`config.mk`:
```
export PLATFORM = sky130hd
export DESIGN_NAME = etm_mul_pipe
export DESIGN_NICKNAME = d
export VERILOG_FILES = /design/src/rtl/etm_mul_pipe.sv
export SDC_FILE = /design/constraint.sdc
export NUM_CORES = 1
export LEC_CHECK = 0
export ABC_AREA = 1
export CAP_MARGIN = 20
export CORE_UTILIZATION = 26
export DETAILED_ROUTE_END_ITERATION = 6
export PLACE_DENSITY = 0.5
export SLEW_MARGIN = 20
export SYNTH_ARGS = -nofsm -noshare
export SYNTH_HDL_FRONTEND = slang
export SYNTH_SLANG_ARGS = --single-unit
```
`constraint.sdc`:
```
create_clock -name clk -period 7.9 [get_ports clk]
set_input_delay 0.79 -clock clk [delete_from_list [all_inputs] [get_ports clk]]
set_output_delay 0.79 -clock clk [all_outputs]
set_load 0.01 [all_outputs]
```
`src/rtl/etm_mul_pipe.sv`:
```
// etm_mul_pipe: pipelined error-tolerant multiplier.
// The high operand segments are always multiplied exactly. The low segment is
// either Mitchell-approximated, truncated to zero, or multiplied exactly.
// Three register stages are linked by a valid/ready chain that lets bubbles
// collapse. A saturating counter records how many approximate results were
// delivered.
module etm_mul_pipe #(
  parameter int WIDTH = 16,
  parameter int SPLIT = WIDTH / 2,
  parameter int CNT_W = 16
) (
  input  logic                 clk,
  input  logic                 rst,
  input  logic                 in_valid,
  output logic                 in_ready,
  input  logic [WIDTH-1:0]     a,
  input  logic [WIDTH-1:0]     b,
  input  logic [1:0]           mode,
  output logic                 out_valid,
  input  logic                 out_ready,
  output logic [2*WIDTH-1:0]   c,
  output logic                 c_approx,
  input  logic                 cnt_clr,
  output logic [CNT_W-1:0]     approx_cnt
);

  localparam int L  = SPLIT;
  localparam int H  = WIDTH - SPLIT;
  localparam int KW = $clog2(L);
  localparam logic [L-1:0]   ONE_L  = {{(L-1){1'b0}}, 1'b1};
  localparam logic [2*L-1:0] ONE_2L = {{(2*L-1){1'b0}}, 1'b1};

  typedef enum logic [1:0] {
    PATH_EXACT,
    PATH_LOW,
    PATH_MITCH,
    PATH_TRUNC
  } path_t;

  // Position of the most significant set bit; zero for a zero input.
  function automatic logic [KW-1:0] lead_one(input logic [L-1:0] x);
    logic [KW-1:0] k;
    k = '0;
    for (int i = 0; i < L; i++) begin
      if (x[i]) k = KW'(i);
    end
    return k;
  endfunction

  logic v1, v2, v3;
  logic rdy1, rdy2, rdy3;

  assign rdy3     = !v3 || out_ready;
  assign rdy2     = !v2 || rdy3;
  assign rdy1     = !v1 || rdy2;
  assign in_ready = rdy1;

  // Stage 1 inputs: path selection and leading-one analysis of the low halves.
  logic [H-1:0]  a_hi_in, b_hi_in;
  logic [L-1:0]  a_lo_in, b_lo_in, fx_in, fy_in;
  logic [KW-1:0] kx_in, ky_in;
  logic          zero_in;
  path_t         path_in;

  assign a_hi_in = a[WIDTH-1:L];
  assign b_hi_in = b[WIDTH-1:L];
  assign a_lo_in = a[L-1:0];
  assign b_lo_in = b[L-1:0];

  // Choose the arithmetic path for the incoming beat and strip the leading ones.
  always_comb begin
    path_in = PATH_EXACT;
    if (mode[1])
      path_in = PATH_EXACT;
    else if (a_hi_in == '0 && b_hi_in == '0)
      path_in = PATH_LOW;
    else if (mode[0])
      path_in = PATH_TRUNC;
    else
      path_in = PATH_MITCH;
    kx_in   = lead_one(a_lo_in);
    ky_in   = lead_one(b_lo_in);
    fx_in   = a_lo_in & ~(ONE_L << kx_in);
    fy_in   = b_lo_in & ~(ONE_L << ky_in);
    zero_in = (a_lo_in == '0) || (b_lo_in == '0);
  end

  logic [WIDTH-1:0] s1_a, s1_b;
  logic [L-1:0]     s1_fx, s1_fy;
  logic [KW-1:0]    s1_kx, s1_ky;
  logic             s1_zero;
  path_t            s1_path;

  // Stage 1 register: accept a new beat whenever this stage can move.
  always_ff @(posedge clk) begin
    if (rst) begin
      v1 <= 1'b0;
    end else if (rdy1) begin
      v1 <= in_valid;
      if (in_valid) begin
        s1_a    <= a;
        s1_b    <= b;
        s1_fx   <= fx_in;
        s1_fy   <= fy_in;
        s1_kx   <= kx_in;
        s1_ky   <= ky_in;
        s1_zero <= zero_in;
        s1_path <= path_in;
      end
    end
  end

  // Stage 2 inputs: one shared multiplier whose operands depend on the path.
  logic [WIDTH-1:0]   op_a, op_b;
  logic [2*WIDTH-1:0] prod_in;
  logic [2*L-1:0]     s_in, t_in;

  // Pick multiplier operands and form the Mitchell sum and reference power.
  always_comb begin
    op_a = s1_a;
    op_b = s1_b;
    case (s1_path)
      PATH_LOW: begin
        op_a = {{H{1'b0}}, s1_a[L-1:0]};
        op_b = {{H{1'b0}}, s1_b[L-1:0]};
      end
      PATH_MITCH, PATH_TRUNC: begin
        op_a = {{L{1'b0}}, s1_a[WIDTH-1:L]};
        op_b = {{L{1'b0}}, s1_b[WIDTH-1:L]};
      end
      default: begin
        op_a = s1_a;
        op_b = s1_b;
      end
    endcase
    prod_in = {{WIDTH{1'b0}}, op_a} * {{WIDTH{1'b0}}, op_b};
    s_in = ({{L{1'b0}}, s1_fx} << s1_ky) + ({{L{1'b0}}, s1_fy} << s1_kx);
    t_in = ONE_2L << ({1'b0, s1_kx} + {1'b0, s1_ky});
    if (s1_zero) begin
      s_in = '0;
      t_in = '0;
    end
  end

  logic [2*WIDTH-1:0] s2_prod;
  logic [2*L-1:0]     s2_s, s2_t;
  path_t              s2_path;

  // Stage 2 register: advance from stage 1 when downstream has room.
  always_ff @(posedge clk) begin
    if (rst) begin
      v2 <= 1'b0;
    end else if (rdy2) begin
      v2 <= v1;
      if (v1) begin
        s2_prod <= prod_in;
        s2_s    <= s_in;
        s2_t    <= t_in;
        s2_path <= s1_path;
      end
    end
  end

  // Stage 3 inputs: finish Mitchell and place the high product above the low part.
  logic [2*L-1:0]     mitch_low;
  logic [2*WIDTH-1:0] c_in;
  logic               approx_in;

  // Build the final product and flag approximate results.
  always_comb begin
    mitch_low = (s2_s < s2_t) ? (s2_t + s2_s) : (s2_s << 1);
    c_in      = s2_prod;
    approx_in = 1'b0;
    case (s2_path)
      PATH_MITCH: begin
        c_in      = (s2_prod << (2 * L)) | {{(2*H){1'b0}}, mitch_low};
        approx_in = 1'b1;
      end
      PATH_TRUNC: begin
        c_in      = s2_prod << (2 * L);
        approx_in = 1'b1;
      end
      default: begin
        c_in      = s2_prod;
        approx_in = 1'b0;
      end
    endcase
  end

  logic [2*WIDTH-1:0] c_r;
  logic               approx_r;

  // Output register: holds its result steady while the consumer stalls.
  always_ff @(posedge clk) begin
    if (rst) begin
      v3       <= 1'b0;
      c_r      <= '0;
      approx_r <= 1'b0;
    end else if (rdy3) begin
      v3 <= v2;
      if (v2) begin
        c_r      <= c_in;
        approx_r <= approx_in;
      end
    end
  end

  logic [CNT_W-1:0] cnt_r;

  // Count delivered approximate results, saturating; a clear takes priority.
  always_ff @(posedge clk) begin
    if (rst)
      cnt_r <= '0;
    else if (cnt_clr)
      cnt_r <= '0;
    else if (v3 && out_ready && approx_r && (cnt_r != '1))
      cnt_r <= cnt_r + 1'b1;
  end

  assign out_valid  = v3;
  assign c          = c_r;
  assign c_approx   = approx_r;
  assign approx_cnt = cnt_r;

endmodule

```
==> impl_metrics.json, run 1 <==
{
  "grt_pass1_wl_um": 88000,
  "ys_top_cells_by_count": "nand2_1 (451), inv_1 (440), nor2_1 (260)",
  "n_antenna_cell": 0,
  "postPlaceCellArea_um2": 20200,
  "setup_viol": 0,
  "wl_met2_um": 24700,
  "swShare_pct": 48.0,
  "yosysTopAreaCell": "fa_1",
  "start_util_pct": 26.4,
  "nFillCells": 7457,
  "cts_max_level": 4,
  "dr.max_layer_used": "met4",
  "post_cts_resized": 0,
  "ir_drop_mv": 0.206,
  "cp.required_ns": 8.12,
  "fmax_mhz": 138,
  "nNetsFinal": 2717,
  "tritoncts": "done",
  "clk_pin_slew_worst_paths_ns": 0.08,
  "worstMarginPinSlew_ns": 1.08,
  "leakage_nw": 9.65,
  "criticalPathCategory": "flop to flop",
  "ys_warn_count": 0,
  "postCtsHoldBufs": 0,
  "drcViolationCount": 0,
  "drt-vias-per-instance": 4.58,
  "hold_viol_final": 0,
  "final_cells": 3271,
  "grtUsageTotal_pct": 16.2,
  "min_path_cells": 2,
  "syn_area_per_cell_um2": 8.12,
  "fin_total_pwr_mw": 5.22,
  "overflow": 0,
  "ys_top_cells_by_area": "fa_1 (22%), edfxtp_1 (20%), ha_1 (11%)",
  "hp-start": "approx_cnt[4]",
  "syn_area_um2": 18200,
  "drt_iter0_drc": 989,
  "rsz0062_at_grt": "false",
  "synth_seq_area_share_pct": 26.0,
  "worstRegToRegCells": 22,
  "power.switching_mw": 2.51,
  "synth_edf_count": 123,
  "pwr-share-seq_pct": 24.0,
  "slew_headroom_pct": 27.1,
  "dp_cells": 3239,
  "p_clk_share_pct": 16.7,
  "dp_hpwl_um": 46900,
  "synth_most_common_cell": "nand2_1",
  "wl_per_cell_um": 17.1,
  "startpoint_type": "flop",
  "die_height_um": 267,
  "p_int_mw": 2.71,
  "synth-seq-cells": 175,
  "postCtsSetupRepairBufs": 0,
  "finalInstanceArea_um2": 20800,
  "slew_violations": 0,
  "whs_endpoint": "approx_cnt[4]",
  "reg2reg_to": "s2_prod[31]",
  "wl_met1_um": 26000,
  "antenna_found_initial": 0,
  "r2r_setup_slack_ns": 0.67,
  "period_minus_slack_ns": 7.23,
  "synth_ff_type": "edfxtp_1",
  "crit_fanout": 20,
  "die_w_um": 267,
  "power_per_cell_area_nw_per_um2": 251,
  "drive_above_1_share_pct": 3.97,
  "numCtsBuffers": 17,
  "worstSetupEndpointType": "flop",
  "synthCells": 2245,
  "core_area_um2": 68900,
  "cts_sinks": 175,
  "max_cap_violations": 0,
  "die_area_um2": 71100,
  "synth_top_area_share_pct": 21.6,
  "dr_total_vias": 15000,
  "p_comb_share_pct": 59.3,
  "clkLatencyLatePin_ns": 0.48,
  "ioPinCount": 90,
  "routabilityCongestion": 0.950,
  "routed-wl-met3_um": 3280,
  "grt_pass1_vias": 15400,
  "portBuffers": 89,
  "ys_types": 48,
  "cts_buffer_depth": 2,
  "worstPathArrival_ns": 7.46,
  "wl_um": 55900,
  "final_core_util_pct": 30.1,
  "worstReg2RegStart": "s1_path[1]",
  "min_period_over_period_pct": 91.6,
  "finalSetupTns_ns": 0,
  "ant_nets": 0,
  "first_pass_iters": 5,
  "min_path_type": "flop to flop",
  "status": "completed",
  "rows": 96,
  "skew_ns": 0.0194,
  "syn_to_final_growth_pct": 14.1,
  "async_flop_share_pct": 0,
  "grt_start_max_net_pins": 67,
  "cts_root_buf": "clkbuf_16"
}
worst max-delay path: stages (launching register included):
cell	delay, ns
edfxtp_1	0.68
o21ai_0	0.96
inv_1	0.56
nand2_1	0.30
fa_1	0.42
inv_1	0.08
fa_1	0.44
fa_1	0.56
fa_1	0.43
fa_1	0.49
inv_1	0.05
fa_1	0.47
inv_1	0.04
ha_1	0.39
nand2_1	0.10
inv_1	0.08
nand2_1	0.09
nor2_1	0.22
nand4_1	0.14
nand3_1	0.19
nand2_1	0.10
nand4_1	0.09
nand2_1	0.09
worst max-delay path by stage:
stage	from	slack, ns	cells past startpoint	end
5_1_grt	s1_path[1]	0.32	23	s2_prod[31]
6_report	s1_path[1]	0.67	22	s2_prod[31]
4_1_cts	s1_path[1]	0.63	22	s2_prod[31]
3_5_place_dp	s1_path[1]	0.64	22	s2_prod[31]
3_3_place_gp	s1_path[1]	0.58	23	s2_prod[31]
2_1_floorplan	s1_path[1]	2.19	26	s2_prod[30]
stage by stage:
stage	hold WS [ns]	worst slack, ns
2_1_floorplan	0.421	2.19
6_report	0.483	0.666
4_1_cts	0.489	0.628
3_3_place_gp	0.472	0.578
5_1_grt	0.510	0.316
3_5_place_dp	0.475	0.639
per-layer routing:
metal / GRT usage (%) / up-vias
met4: 6.52 / 0
met2: 25.6 / 437
met1: 21.5 / 7193
met5: 0 / -
li1: - / 7254
met3: 3.40 / 88
cell families (layout without fill, tap and decap cells):
kind of cell               after synthesis  after routing  share of synthesized area (%)
and+or+nand+nor                        870            870                           19.7
other                                    1              2                         0.0206
adders and majority gates              351            351                           32.2
buffers and inverters                  497            591                           10.5
xor gates and xnor gates                37             37                           1.78
DFF                                    175            175                           26.0
muxes                                    8              8                          0.440
AOI/OAI and AO/OA                      306            306                           9.28
layout make-up:
| class | instances | area (µm²) | share of cell area (%) |
|---|---|---|---|
| Sequential cell | 175 | 4730 | 22.8 |
| Clock inverter | 13 | 151 | 0.728 |
| Inverter | 455 | 1710 | 8.22 |
| Clock buffer | 19 | 454 | 2.19 |
| Multi-Input combinational cell | 1574 | 11600 | 55.7 |
| Timing Repair Buffer | 104 | 1000 | 4.83 |
| Tap cell | 931 | 1160 | 5.60 |
layout by cell type (no fill, tap or decap), types with 4 or more instances in the layout:
cell,count
a21o_1,6
a21oi_1,125
a21oi_2,4
a31oi_1,28
buf_4,15
clkbuf_16,18
clkdlybuf4s50_1,89
clkinv_1,10
dfxtp_1,52
edfxtp_1,123
fa_1,197
ha_1,154
inv_1,437
inv_2,8
inv_6,4
inv_8,4
mux2i_1,8
nand2_1,451
nand2_2,5
nand3_1,83
nand4_1,21
nor2_1,260
nor2_2,5
nor3_1,22
nor3_2,4
nor4_1,4
o21ai_0,105
o21ai_1,9
o21ai_2,9
o21bai_1,7
xnor2_1,8
xor2_1,29
power by group through the flow:
stage / registers, mW / logic (mW) / clock network (mW)
5_1_grt: 1.26 / 3.53 / 0.933
3_3_place_gp: 1.27 / 3.08 / 0
4_1_cts: 1.25 / 3.11 / 0.905
6_report: 1.25 / 3.09 / 0.871
2_1_floorplan: 1.24 / 2.18 / 0
3_5_place_dp: 1.28 / 3.09 / 0
state kept, by name, indices dropped and copies added, names as in the netlist, 3 cells and up:
register,cells
c,32
s1_kx,3
s1_b,16
s2_t,16
s1_ky,3
s1_fx,8
s1_a,16
s2_s,16
s2_prod,32
s1_fy,8
approx_cnt,16
Note: power is estimated with default switching activity, not from simulation.
==> run 2: changes to the inputs <==
SLEW_MARGIN = not set   (was 20)
==> run 2 against run 1 <==
Cell count barely moved. Largest cell class unchanged. Final area is 0.18% higher. Utilization up 0.055 points. Non-clock buffer count is 2 higher. Clock-buffer cell count stayed put. Critical endpoint unchanged. Clock skew is 0.0055 ns lower. Fmax up 3.8%.
==> impl_metrics.json, run 2 (synthesis gave the netlist of run 1 again) <==
{
  "cts_root_buf": "clkbuf_16",
  "criticalPathCategory": "flop to flop",
  "ant_nets": 0,
  "grt_pass1_wl_um": 87600,
  "grtUsageTotal_pct": 16.2,
  "postPlaceCellArea_um2": 20200,
  "leakage_nw": 9.67,
  "period_minus_slack_ns": 6.97,
  "postCtsSetupRepairBufs": 0,
  "grt_start_max_net_pins": 67,
  "dp_cells": 3240,
  "fin_total_pwr_mw": 5.23,
  "start_util_pct": 26.4,
  "drive_above_1_share_pct": 4.01,
  "grt_pass1_vias": 15400,
  "wl_per_cell_um": 17.1,
  "first_pass_iters": 5,
  "power_per_cell_area_nw_per_um2": 251,
  "n_antenna_cell": 0,
  "nFillCells": 7448,
  "syn_to_final_growth_pct": 14.3,
  "routabilityCongestion": 0.950,
  "die_height_um": 267,
  "layout_commonest_cell": "nand2_1",
  "post_cts_resized": 0,
  "wl_um": 55800,
  "worstMarginPinSlew_ns": 1.01,
  "min_path_type": "flop to flop",
  "worstSetupEndpointType": "flop",
  "ir_drop_mv": 0.200,
  "cp.required_ns": 8.12,
  "tritoncts": "done",
  "die_w_um": 267,
  "die_area_um2": 71100,
  "seq_area_um2": 4730,
  "ioPinCount": 90,
  "overflow": 0,
  "min_period_over_period_pct": 88.3,
  "multi_input_area_um2": 11600,
  "skew_ns": 0.0138,
  "antenna_found_initial": 0,
  "cts_max_level": 4,
  "setup_viol": 0,
  "dr_total_vias": 14900,
  "numCtsBuffers": 17,
  "crit_fanout": 20,
  "finalSetupTns_ns": 0,
  "cts_buffer_depth": 2,
  "rows": 96,
  "nNetsFinal": 2719,
  "startpoint_type": "flop",
  "slew_headroom_pct": 32.6,
  "final_cells": 3273,
  "portBuffers": 89,
  "slew_violations": 0,
  "clkLatencyLatePin_ns": 0.48,
  "hold_viol_final": 0,
  "postCtsHoldBufs": 0,
  "drt_iter0_drc": 1020,
  "core_area_um2": 68900,
  "worstPathArrival_ns": 7.19,
  "fmax_mhz": 143,
  "clk_pin_slew_worst_paths_ns": 0.08,
  "status": "completed",
  "final_core_util_pct": 30.2,
  "layout_common_cells": "nand2_1 (451), inv_1 (438), nor2_1 (260)",
  "finalInstanceArea_um2": 20800,
  "drt-vias-per-instance": 4.56,
  "dp_hpwl_um": 47000,
  "rsz0062_at_grt": "false",
  "max_cap_violations": 0,
  "drcViolationCount": 0,
  "cts_sinks": 175
}
[run 2: cell types whose count changed in the layout (fill, tap and decap cells not counted), sizes merged]
cell,delta
buf,+1
clkbuf,+1
clkinv,+1
inv,-1
[run 2: layout make-up]
cell class / count / share of cell area [%]
Multi-Input combinational cell: 1574 / 55.6
Sequential cell: 175 / 22.7
Inverter: 455 / 8.20
Tap cell: 931 / 5.59
Timing Repair Buffer: 106 / 4.98
Clock buffer: 19 / 2.18
Clock inverter: 13 / 0.751
[run 2: worst max-delay path: stages (launching register included)]
cell,delay [ns]
edfxtp_1,0.68
nor2_1,0.24
inv_2,0.19
nor2_1,0.44
buf_4,0.29
inv_1,0.12
nor2_1,0.15
fa_1,0.42
inv_1,0.10
fa_1,0.45
fa_1,0.52
inv_1,0.05
fa_1,0.49
fa_1,0.49
inv_1,0.05
fa_1,0.47
inv_1,0.04
ha_1,0.35
nand2_1,0.11
nand2_1,0.07
a31oi_1,0.29
nand2_1,0.09
nand2_1,0.07
nand3_1,0.17
nand2_1,0.14
nand3_1,0.07
nand2_1,0.06
nand2_1,0.09
[run 2: power by group]
part / internal (mW) / switching, mW / total [mW]
clock: 0.446 / 0.424 / 0.870
sequential: 1.19 / 0.0647 / 1.25
combinational: 1.08 / 2.02 / 3.11
total: 2.72 / 2.51 / 5.23
[run 2: through the flow]
step	hold slack (ns)	worst slack [ns]
after floorplan	0.421	2.19
after global placement	0.472	0.578
after detailed placement	0.477	0.641
after CTS	0.491	0.630
after global routing	0.512	0.538
final	0.489	0.928
[run 2: metal layers]
metal / GRT usage, % / share of wire [%] / vias to the layer above
li1: - / - / 7256
met1: 21.6 / 47 / 7185
met2: 25.9 / 45 / 413
met3: 3.02 / 5.1 / 86
met4: 5.79 / 3.1 / 0
met5: 0 / 0 / -
[run 2: worst paths after layout]
check                           slack [ns]  depth (start not counted)          start       endpoint
worst max register to register        0.93                         27     s1_path[1]    s2_prod[31]
worst min register to register        0.49                          2  approx_cnt[4]  approx_cnt[4]
worst max-delay path                  0.93                         27     s1_path[1]    s2_prod[31]
worst min-delay path                  0.49                          2  approx_cnt[4]  approx_cnt[4]
==> run 3: changes to the inputs <==
SETUP_SLACK_MARGIN = 0.05   (was not set)
==> results of run 3 <==
Same layout as run 2: the final DEF is identical, and so are final timing and power.
